## config.mk

```make
export PLATFORM = sky130hd
export DESIGN_NAME = sflash_reader_flat
export DESIGN_NICKNAME = d
export VERILOG_FILES = /design/src/rtl/sflash_reader_if.sv /design/src/rtl/sflash_reader.sv /design/src/flat_wrapper.sv
export SDC_FILE = /design/constraint.sdc
export NUM_CORES = 1
export LEC_CHECK = 0
export BUFFER_PORTS_ARGS = -buffer_cell sky130_fd_sc_hd__buf_4
export CORE_ASPECT_RATIO = 1.1
export CORE_UTILIZATION = 45
export CTS_CLUSTER_SIZE = 25
export DETAILED_ROUTE_END_ITERATION = 6
export HOLD_SLACK_MARGIN = 0.05
export PLACE_DENSITY = 0.67
export SLEW_MARGIN = 20
export SYNTH_ARGS = -nofsm -noshare
export SYNTH_HDL_FRONTEND = slang
export SYNTH_SLANG_ARGS = --single-unit
```

## constraint.sdc

```tcl
create_clock -name clk -period 3.3 [get_ports clk]
set_input_delay 0.165 -clock clk [delete_from_list [all_inputs] [get_ports clk]]
set_output_delay 0.165 -clock clk [all_outputs]
set_load 0.02 [all_outputs]
```

## src/rtl/sflash_reader_if.sv

```systemverilog
// Request and engine-side signal bundle for the SPI flash read sequencer.
// The slave modport is the sequencer; master is whatever drives it (requester plus byte engine).
interface sflash_reader_if #(
  parameter int unsigned LENW = 12
);
  // Requester side
  logic            start;
  logic [23:0]     addr;
  logic [LENW-1:0] len;
  logic            abort;
  logic            busy;
  logic            done;
  logic [7:0]      rdata;
  logic            rvalid;
  // Byte engine side
  logic            f_ready;
  logic            f_wr;
  logic [7:0]      f_din;
  logic [2:0]      f_format;
  logic [7:0]      f_dout;

  modport master (
    output start, addr, len, abort, f_ready, f_dout,
    input  busy, done, rdata, rvalid, f_wr, f_din, f_format
  );

  modport slave (
    input  start, addr, len, abort, f_ready, f_dout,
    output busy, done, rdata, rvalid, f_wr, f_din, f_format
  );
endinterface

```

## src/rtl/sflash_reader.sv

```systemverilog
// SPI flash read sequencer: issues command, 24-bit address, optional dummy byte and N data
// bytes through the byte engine, streams the data bytes out, then holds CS# high.
module sflash_reader #(
  parameter bit          FAST = 1'b1,
  parameter int unsigned LENW = 12,
  parameter int unsigned CSHI = 4
) (
  input logic            clk,
  input logic            arstn,
  sflash_reader_if.slave bus
);

  localparam logic [2:0] StIdle  = 3'd0;
  localparam logic [2:0] StCmd   = 3'd1;
  localparam logic [2:0] StA2    = 3'd2;
  localparam logic [2:0] StA1    = 3'd3;
  localparam logic [2:0] StA0    = 3'd4;
  localparam logic [2:0] StDummy = 3'd5;
  localparam logic [2:0] StData  = 3'd6;
  localparam logic [2:0] StCsh   = 3'd7;

  // Byte phases: wait to issue, strobe cycle, blind cycle, wait for completion
  localparam logic [1:0] PhIssue  = 2'd0;
  localparam logic [1:0] PhStrobe = 2'd1;
  localparam logic [1:0] PhSkip   = 2'd2;
  localparam logic [1:0] PhWait   = 2'd3;

  localparam logic [2:0] FmtIdle = 3'b000;
  localparam logic [2:0] FmtSdr  = 3'b010;
  localparam logic [7:0] CmdByte = FAST ? 8'h0B : 8'h03;
  localparam int unsigned CW     = (CSHI > 1) ? $clog2(CSHI) : 1;

  logic [2:0]      state_q, state_d;
  logic [1:0]      ph_q, ph_d;
  logic [23:0]     addr_q, addr_d;
  logic [LENW-1:0] rem_q, rem_d;
  logic [CW-1:0]   cnt_q, cnt_d;
  logic            abort_q, abort_d;
  logic            busy_q, busy_d;
  logic            done_q, done_d;
  logic            rvalid_q, rvalid_d;
  logic [7:0]      rdata_q, rdata_d;
  logic            f_wr_q, f_wr_d;
  logic [7:0]      f_din_q, f_din_d;
  logic [2:0]      f_format_q, f_format_d;

  logic            abort_now;
  logic            byte_last;
  logic [2:0]      state_nxt;

  function automatic logic [7:0] din_of(input logic [2:0] st, input logic [23:0] a);
    case (st)
      StCmd:   return CmdByte;
      StA2:    return a[23:16];
      StA1:    return a[15:8];
      StA0:    return a[7:0];
      default: return 8'hFF;
    endcase
  endfunction

  function automatic logic [2:0] next_of(input logic [2:0] st);
    case (st)
      StCmd:   return StA2;
      StA2:    return StA1;
      StA1:    return StA0;
      StA0:    return FAST ? StDummy : StData;
      default: return StData;
    endcase
  endfunction

  // Next-state logic for the transaction sequencer and all registered outputs
  always_comb begin
    state_d    = state_q;
    ph_d       = ph_q;
    addr_d     = addr_q;
    rem_d      = rem_q;
    cnt_d      = cnt_q;
    abort_d    = abort_q;
    busy_d     = busy_q;
    done_d     = 1'b0;
    rvalid_d   = 1'b0;
    rdata_d    = rdata_q;
    f_wr_d     = 1'b0;
    f_din_d    = f_din_q;
    f_format_d = f_format_q;
    abort_now  = abort_q | bus.abort;
    byte_last  = 1'b0;
    state_nxt  = state_q;

    unique case (state_q)
      StIdle: begin
        abort_d = 1'b0;
        if (bus.start && bus.len != '0) begin
          addr_d  = bus.addr;
          rem_d   = bus.len;
          busy_d  = 1'b1;
          state_d = StCmd;
          ph_d    = PhIssue;
        end
      end

      StCsh: begin
        if (cnt_q == '0) begin
          done_d  = 1'b1;
          busy_d  = 1'b0;
          state_d = StIdle;
        end else begin
          cnt_d = cnt_q - CW'(1);
        end
      end

      default: begin
        if (bus.abort) abort_d = 1'b1;
        unique case (ph_q)
          // Only the first byte waits here; CS# goes low together with its strobe
          PhIssue: begin
            if (abort_now) begin
              state_d    = StCsh;
              cnt_d      = CW'(CSHI - 1);
              f_format_d = FmtIdle;
            end else if (bus.f_ready) begin
              f_wr_d     = 1'b1;
              f_din_d    = din_of(state_q, addr_q);
              f_format_d = FmtSdr;
              ph_d       = PhStrobe;
            end
          end
          PhStrobe: ph_d = PhSkip;
          // Engine ready is not meaningful in the cycle right after the strobe
          PhSkip:   ph_d = PhWait;
          PhWait: begin
            if (bus.f_ready) begin
              if (state_q == StData) begin
                rem_d = rem_q - LENW'(1);
                if (!abort_now) begin
                  rdata_d  = bus.f_dout;
                  rvalid_d = 1'b1;
                end
                byte_last = (rem_q == LENW'(1)) || abort_now;
                state_nxt = StData;
              end else begin
                byte_last = abort_now;
                state_nxt = next_of(state_q);
              end
              if (byte_last) begin
                state_d    = StCsh;
                ph_d       = PhIssue;
                cnt_d      = CW'(CSHI - 1);
                f_format_d = FmtIdle;
              end else begin
                // Engine is idle and ready now, so the next byte goes out immediately
                state_d = state_nxt;
                f_wr_d  = 1'b1;
                f_din_d = din_of(state_nxt, addr_q);
                ph_d    = PhStrobe;
              end
            end
          end
          default: ph_d = PhIssue;
        endcase
      end
    endcase
  end

  // State and output registers
  always_ff @(posedge clk or negedge arstn) begin
    if (!arstn) begin
      state_q    <= StIdle;
      ph_q       <= PhIssue;
      addr_q     <= '0;
      rem_q      <= '0;
      cnt_q      <= '0;
      abort_q    <= 1'b0;
      busy_q     <= 1'b0;
      done_q     <= 1'b0;
      rvalid_q   <= 1'b0;
      rdata_q    <= '0;
      f_wr_q     <= 1'b0;
      f_din_q    <= '0;
      f_format_q <= FmtIdle;
    end else begin
      state_q    <= state_d;
      ph_q       <= ph_d;
      addr_q     <= addr_d;
      rem_q      <= rem_d;
      cnt_q      <= cnt_d;
      abort_q    <= abort_d;
      busy_q     <= busy_d;
      done_q     <= done_d;
      rvalid_q   <= rvalid_d;
      rdata_q    <= rdata_d;
      f_wr_q     <= f_wr_d;
      f_din_q    <= f_din_d;
      f_format_q <= f_format_d;
    end
  end

  assign bus.busy     = busy_q;
  assign bus.done     = done_q;
  assign bus.rvalid   = rvalid_q;
  assign bus.rdata    = rdata_q;
  assign bus.f_wr     = f_wr_q;
  assign bus.f_din    = f_din_q;
  assign bus.f_format = f_format_q;

endmodule
```

## src/flat_wrapper.sv

```systemverilog
// flat-port wrapper written by rule: the top's interface ports become plain ports
module sflash_reader_flat 
#(
  parameter bit          FAST = 1'b1,
  parameter int unsigned LENW = 12,
  parameter int unsigned CSHI = 4
)
  (clk, arstn, bus_start, bus_addr, bus_len, bus_abort, bus_f_ready, bus_f_dout, bus_busy, bus_done, bus_rdata, bus_rvalid, bus_f_wr, bus_f_din, bus_f_format);
  sflash_reader_if #(.LENW(LENW)) bus_i ();
  input logic clk;
  input logic arstn;
  input wire logic [$bits(bus_i.start)-1:0] bus_start;
  input wire logic [$bits(bus_i.addr)-1:0] bus_addr;
  input wire logic [$bits(bus_i.len)-1:0] bus_len;
  input wire logic [$bits(bus_i.abort)-1:0] bus_abort;
  input wire logic [$bits(bus_i.f_ready)-1:0] bus_f_ready;
  input wire logic [$bits(bus_i.f_dout)-1:0] bus_f_dout;
  output wire logic [$bits(bus_i.busy)-1:0] bus_busy;
  output wire logic [$bits(bus_i.done)-1:0] bus_done;
  output wire logic [$bits(bus_i.rdata)-1:0] bus_rdata;
  output wire logic [$bits(bus_i.rvalid)-1:0] bus_rvalid;
  output wire logic [$bits(bus_i.f_wr)-1:0] bus_f_wr;
  output wire logic [$bits(bus_i.f_din)-1:0] bus_f_din;
  output wire logic [$bits(bus_i.f_format)-1:0] bus_f_format;
  assign bus_i.start = bus_start;
  assign bus_i.addr = bus_addr;
  assign bus_i.len = bus_len;
  assign bus_i.abort = bus_abort;
  assign bus_i.f_ready = bus_f_ready;
  assign bus_i.f_dout = bus_f_dout;
  assign bus_busy = bus_i.busy;
  assign bus_done = bus_i.done;
  assign bus_rdata = bus_i.rdata;
  assign bus_rvalid = bus_i.rvalid;
  assign bus_f_wr = bus_i.f_wr;
  assign bus_f_din = bus_i.f_din;
  assign bus_f_format = bus_i.f_format;
  sflash_reader #(.FAST(FAST), .LENW(LENW), .CSHI(CSHI)) u_core (.clk(clk), .arstn(arstn), .bus(bus_i));
endmodule
```

==> run_results.csv, run 1 <==
group,metric,value,unit
run_status,status,"complete, no violations",
power_and_ir_drop,power_density,668,nW/um2
sta,worstMarginPinSlew,972,ps
critical_path,path_class,"reg -> reg",
global_route,antenna_found_initial,0,
drt,num_vias,3289,
clock_tree,cts.hold.buffers_added,31,
sta,fmax,427,MHz
sta,setup_violations,0,
critical_path,cp.required,3520,ps
floorplanning,die_w,89.6,um
drt,first_pass_iters,5,
global_route,grt_max_degree,66,
sta,hold_viol,0,
run,cap_violations,0,
global_route,overflow,0,
place,io_buffers,69,
drt,ant_nets,0,
sta,fin_worst_skew,4.43,ps
hold_path,hold_depth,2,
power_and_ir_drop,leakage,0.00227,uW
place,place_area,4350,um2
sta,finalCriticalPeriod,2340,ps
sta,slew_viol_final,0,
global_route,grtUsageMet1,0.290,
floorplanning,ios,72,
critical_path,cp-end-kind,"register",
clock_tree,cts_buffer_depth,2,
power_and_ir_drop,ir_drop,0.352,mV
critical_path,start_kind,"register",
global_route,gr-usage-met3,0.0321,
drt,wl,8900,um
sta,rsz0062_at_grt,"false",
clock_tree,cts-root-buf,"clkbuf_8",
yosys,synth-main-ff-cell,"dfrtp_1",
finish,post-route-cell-area,4830,um2
hold_path,hp-class,"in -> reg",
yosys,synth_edf_count,0,
floorplanning,initial_core_util,0.472,
global_route,grt_use_met2,0.360,
sta,layout_worst_path_cycle_share,0.710,
place,gp_congestion,0.821,
clock_tree,cts_resized,0,
drt,via_per_inst,5.72,
finish,syn_to_final_growth,27.3,%
finish,layout_common_cells,"buf_4, dfrtp_1, dlygate4sd3_1",
global_route,grt_use_total,0.221,
yosys,async_flop_share,1.00,
yosys,ys_seq_area_frac,0.429,
critical_path,ff2ff_path_depth,5,
clock_tree,worstSkewPairLatency,330,ps
place,post-dp-hpwl,6190,um
finish,final_common_cell,"buf_4",
floorplanning,row_count,34,
clock_tree,numCtsBuffers,9,
yosys,syn-mean-instance-area,10.3,um2
clock_tree,htree_levels,3,
global_route,busiest_layer,"met2",
drt,drc_errors,0,
clock_tree,cts_setup_buffers,0,
global_route,grt_pass1_wl,15200,um
finish,drive_above_1_share,0.236,
clock_tree,clk_pin_slew,70,ps
finish,nets,517,
floorplanning,fp.dieH,98.3,um
critical_path,arrival,2560,ps
yosys,yosysWarnings,0,
clock_tree,clock-sinks,65,
yosys,synth_cells,370,
clock_tree,cts_tree,"done",
yosys,ys_ff_latch,65,
yosys,yosysUniqueCellTypes,67,
floorplanning,die_area,8810,um2
drt,routedWlPerCell,15.5,um
sta,totalNegativeSetupSlack,0,ps
finish,fillCellCount,670,
floorplanning,core-area,8040,um2
sta,slew-limit-headroom,0.352,
yosys,synthesis.area,3790,um2
drt,drtIter0Drc,132,
critical_path,crit_fanout,17,
finish,antenna_cells,0,
global_route,first_global_vias,3216,
-- cell type report --
cell class	instances	area, um2	share of cell area
multi-input combinational	261	1950	0.405
sequential	65	1630	0.337
timing repair buffer	107	883	0.183
tap	108	135	0.0280
clock buffer	10	128	0.0264
inverter	18	67.6	0.0140
clock inverter	6	35.0	0.00725
-- kinds of logic (layout without fill, tap and decap cells) --
family / after synthesis / in the layout / synth area share
mux: 50 / 50 / 0.145
simple gates: 105 / 105 / 0.155
xor+xnor: 1 / 1 / 0.00231
compound gates: 96 / 96 / 0.189
other cells: 1 / 2 / 0.000988
buf+inv: 45 / 141 / 0.0574
fa+ha+maj: 7 / 7 / 0.0224
flops: 65 / 65 / 0.429
-- sequential cells by signal, summed over array words and instances, names as in the netlist --
name,flops
u_core.bus.f_wr,1
u_core.addr_q,24
u_core.abort_q,1
u_core.state_q,3
u_core.cnt_q,2
u_core.bus.done,1
u_core.bus.f_din,8
u_core.bus.busy,1
u_core.bus.f_format,1
u_core.ph_q,2
u_core.rem_q,12
u_core.bus.rvalid,1
u_core.bus.rdata,8
-- path summary, 6_finish.rpt --
kind | start | to | slack (ps)
setup / recovery | u_core.ph_q[0] | u_core.bus.f_din[3] | 960
hold / removal | bus_addr[8] | u_core.addr_q[8] | 70
setup reg to reg | u_core.ph_q[0] | u_core.bus.f_din[3] | 960
hold reg to reg | u_core.bus.f_din[1] | u_core.bus.f_din[1] | 500
max in group asynchronous | arstn | u_core.rem_q[5] | 2290
min in group asynchronous | arstn | u_core.cnt_q[1] | 440
-- cells in the mapped netlist, drive strengths merged (3+ instances only) --
| library cell | n | area, um2 |
|---|---|---|
| o22a | 8 | 70.1 |
| a32oi | 6 | 52.6 |
| dfrtp | 65 | 1630 |
| o22ai | 5 | 31.3 |
| o211ai | 3 | 22.5 |
| mux2i | 10 | 100 |
| ha | 6 | 75.1 |
| a21boi | 3 | 22.5 |
| mux2 | 40 | 450 |
| nor3 | 8 | 51.3 |
| a211oi | 3 | 27.5 |
| nor4 | 4 | 25.0 |
| nand4 | 3 | 18.8 |
| nor3b | 5 | 37.5 |
| clkbuf | 12 | 46.3 |
| nand2 | 15 | 56.3 |
| or3 | 4 | 25.0 |
| nand3 | 4 | 20.0 |
| inv | 18 | 67.6 |
| a22oi | 7 | 52.6 |
| buf | 15 | 104 |
| nor2 | 29 | 109 |
| a31oi | 11 | 68.8 |
| a21oi | 19 | 95.1 |
| nor2b | 10 | 62.6 |
| o21ai | 7 | 35.0 |
| or4 | 5 | 45.0 |
| and3 | 4 | 25.0 |
| o2bb2a | 4 | 40.0 |
| o2bb2ai | 4 | 35.0 |
-- per-stage QoR --
stage / hold slack, ps / utilization / setup WS (ps) / instances / total power, uW
floorplan: -131 / - / 1470 / 371 / 2240
global placement: 321 / 0.541 / 927 / 527 / 2580
detailed placement: 317 / 0.541 / 888 / 527 / 2630
CTS: 53.8 / 0.599 / 932 / 574 / 3240
global route: 57.3 / 0.601 / 698 / 575 / 3490
finish: 71.3 / 0.601 / 956 / 575 / 3230
-- critical path: stages, from the launching register on --
cell and delay, ps:
dfrtp_1 380, ha_1 490, nor2_1 180, nor3_1 250, o2111a_1 550, mux2_1 370
-- where the power goes --
part           switching [uW]  leakage [uW]  internal [uW]
Clock                     311     0.0000818            267
Combinational             694       0.00134            632
Sequential                269      0.000839           1060
Total                    1270       0.00227           1950
-- routing by layer --
metal  routed length [um]  share of wire  vias up
li1                     -              -     1560
met1                 3880           0.44     1630
met2                 4620           0.52       89
met3                  278          0.031       10
met4                  119          0.013        0
met5                    0              0        -
Power figures use the tool's default switching activity.
==> run 2, diff against run 1 <==
--- a/config.mk
+++ b/config.mk
@@ -5,6 +5,7 @@
 export SDC_FILE = /design/constraint.sdc
 export NUM_CORES = 1
 export LEC_CHECK = 0
+export ABC_AREA = 1
 export BUFFER_PORTS_ARGS = -buffer_cell sky130_fd_sc_hd__buf_4
 export CORE_ASPECT_RATIO = 1.1
 export CORE_UTILIZATION = 45
==> constraint.sdc (replaced) <==
create_clock -name clk -period 2.4 [get_ports clk]
set_input_delay 0.12 -clock clk [delete_from_list [all_inputs] [get_ports clk]]
set_output_delay 0.12 -clock clk [all_outputs]
set_load 0.02 [all_outputs]
==> run 2 against run 1 <==
  * Critical path depth is 3 higher
  * Cell count grew 30%
  * Die area increased by 0.74%
  * Largest cell class unchanged
==> run_results.csv, run 2 <==
group,metric,value,unit
yosys,synth_top_cell_by_area,"dfrtp_1",
clock_tree,clk_pin_slew,70,ps
clock_tree,cts_tree,"done",
finish,final_common_cell,"nand2_1",
finish,multi_input_area,1850,um2
power_and_ir_drop,power.total,5600,uW
critical_path,arrival,2200,ps
drt,via_per_inst,4.89,
clock_tree,cts_buffer_depth,2,
sta,fmax,507,MHz
hold_path,min_from,"bus_addr[0]",
finish,post-route-cell-area,4880,um2
yosys,yosysUniqueCellTypes,36,
sta,slew_viol_final,0,
yosys,synthesis.area,3820,um2
finish,syn_to_final_growth,27.5,%
finish,fillCellCount,756,
finish,drive_above_1_share,0.185,
finish,largest_reg_flops,24,
floorplanning,fp.dieH,98.7,um
finish,layout_common_cells,"nand2_1, nor2_1, buf_4",
finish,regMostFlops,"u_core.addr_q",
yosys,async_flop_share,1.00,
clock_tree,clock-sinks,65,
global_route,grt_use_total,0.226,
power_and_ir_drop,power.internal,3070,uW
clock_tree,cts_resized,0,
critical_path,cp.required,2630,ps
sta,setup_violations,0,
yosys,ys_ff_latch,65,
power_and_ir_drop,leakage,0.00262,uW
clock_tree,numCtsBuffers,9,
drt,ant_nets,0,
critical_path,cp-end-kind,"register",
clock_tree,cts.hold.buffers_added,28,
finish,antenna_cells,0,
drt,first_pass_iters,4,
sta,finalCriticalPeriod,1970,ps
sta,hold_viol,0,
floorplanning,row_count,34,
finish,fin_cells,745,
sta,fin_worst_skew,14.6,ps
global_route,grt_pass1_wl,16200,um
floorplanning,initial_core_util,0.473,
yosys,netlist.area_leader.share,0.425,
global_route,first_global_vias,3574,
power_and_ir_drop,clkPwrFrac,0.168,
drt,num_vias,3645,
yosys,yosysMostFrequentCell,"nand2_1",
sta,totalNegativeSetupSlack,0,ps
place,io_buffers,69,
power_and_ir_drop,p_comb_frac,0.493,
critical_path,reg2reg_from,"u_core.ph_q[0]",
yosys,ys_seq_area_frac,0.425,
global_route,antenna_found_initial,0,
yosys,synthTopCellsByArea,"dfrtp_1, nand2_1, nor2_1",
floorplanning,die_area,8870,um2
yosys,synth_cells,537,
global_route,overflow,0,
clock_tree,cts_setup_buffers,0,
critical_path,cp-startpoint,"u_core.ph_q[0]",
yosys,yosysWarnings,0,
floorplanning,die_w,89.9,um
sta,worstMarginPinSlew,839,ps
critical_path,start_kind,"register",
power_and_ir_drop,p_sw_frac,0.451,
sta,rsz0062_at_grt,"false",
place,post-dp-hpwl,6610,um
sta,layout_worst_path_cycle_share,0.821,
drt,drtIter0Drc,220,
clock_tree,cts-root-buf,"clkbuf_8",
drt,drc_errors,0,
power_and_ir_drop,pwr-share-seq,0.339,
run_status,status,"complete, no violations",
clock_tree,worstSkewPairLatency,340,ps
power_and_ir_drop,switchingPower,2530,uW
run,cap_violations,0,
yosys,synth_edf_count,0,
place,dpl.cell_count,702,
sta,slew-limit-headroom,0.441,
floorplanning,core-area,8080,um2
place,dp_slack,529,ps
clock_tree,htree_levels,3,
finish,seq_area,1630,um2
floorplanning,ios,72,
drt,wl,9390,um
place,gp_congestion,0.848,
yosys,synth-main-ff-cell,"dfrtp_1",
hold_path,hp-class,"in -> reg",
finish,biggestRegsByFlops,"u_core.addr_q x24, u_core.rem_q x12",
power_and_ir_drop,power_density,1150,nW/um2
drt,routedWlPerCell,12.6,um
sta,fin_ws,429,ps
critical_path,path_class,"reg -> reg",
yosys,syn-mean-instance-area,7.12,um2
yosys,synthTopCellsByCount,"nand2_1, nor2_1, dfrtp_1, inv_1, o21ai_0",
place,place_area,4400,um2
critical_path,crit_fanout,9,
power_and_ir_drop,ir_drop,0.556,mV
global_route,grt_max_degree,66,
finish,nets,688,
-- run 2: path summary, 6_finish.rpt --
| path | end | slack (ps) | depth (start not counted) |
|---|---|---|---|
| min in group asynchronous | u_core.bus.f_din[7] | 430 | 2 |
| setup / recovery | u_core.bus.f_din[4] | 430 | 8 |
| max in group asynchronous | u_core.cnt_q[1] | 1420 | 2 |
| setup reg to reg | u_core.bus.f_din[4] | 430 | 8 |
| hold / removal | u_core.addr_q[0] | 60 | 3 |
| hold reg to reg | u_core.cnt_q[1] | 480 | 2 |
-- run 2: cells by family (layout without fill, tap and decap cells) --
| family | after synthesis | after routing | synth area share |
|---|---|---|---|
| and+or+nand+nor | 309 | 309 | 0.347 |
| buffers and inverters | 80 | 179 | 0.0919 |
| AOI/OAI and AO/OA | 75 | 75 | 0.113 |
| DFF | 65 | 65 | 0.425 |
| adders and majority gates | 6 | 6 | 0.0196 |
| other | 1 | 2 | 0.000981 |
| xor gates and xnor gates | 1 | 1 | 0.00229 |
-- run 2: layout make-up --
class,instances,share of cell area
Sequential cell,65,0.334
Clock inverter,3,0.00821
Inverter,66,0.0516
Timing Repair Buffer,98,0.168
Tap cell,108,0.0277
Clock buffer,12,0.0318
Multi-Input combinational cell,393,0.379
-- run 2: critical path: stages (launching register included) --
cell and delay [ps]:
dfrtp_1 400, ha_1 350, inv_1 160, nor3_4 410, o21ai_0 200, nor2_1 170
nor2_1 70, nand2_1 50, nand2_1 40
-- run 2: layer usage --
layer  share of wire  global-route usage  up-vias
met3           0.046              0.0502       15
met2            0.50               0.405       89
met1            0.43               0.267     1685
met4           0.019              0.0819        0
met5               0                   0        -
li1                -                   -     1856
-- run 2: power by group through the flow --
| stage | sequential, uW | combinational [uW] | clock (uW) |
|---|---|---|---|
| floorplan | 1910 | 1980 | 0 |
| global placement | 1900 | 2650 | 0 |
| detailed placement | 1910 | 2720 | 0 |
| CTS | 1900 | 2770 | 959 |
| global route | 1960 | 3160 | 1000 |
| finish | 1900 | 2760 | 939 |
-- run 2: metrics by stage --
stage | hold WS [ps] | utilization
CTS | 52.8 | 0.603
global placement | 280 | 0.544
global route | 74.1 | 0.603
finish | 59.9 | 0.603
floorplan | -176 | -
detailed placement | 276 | 0.544
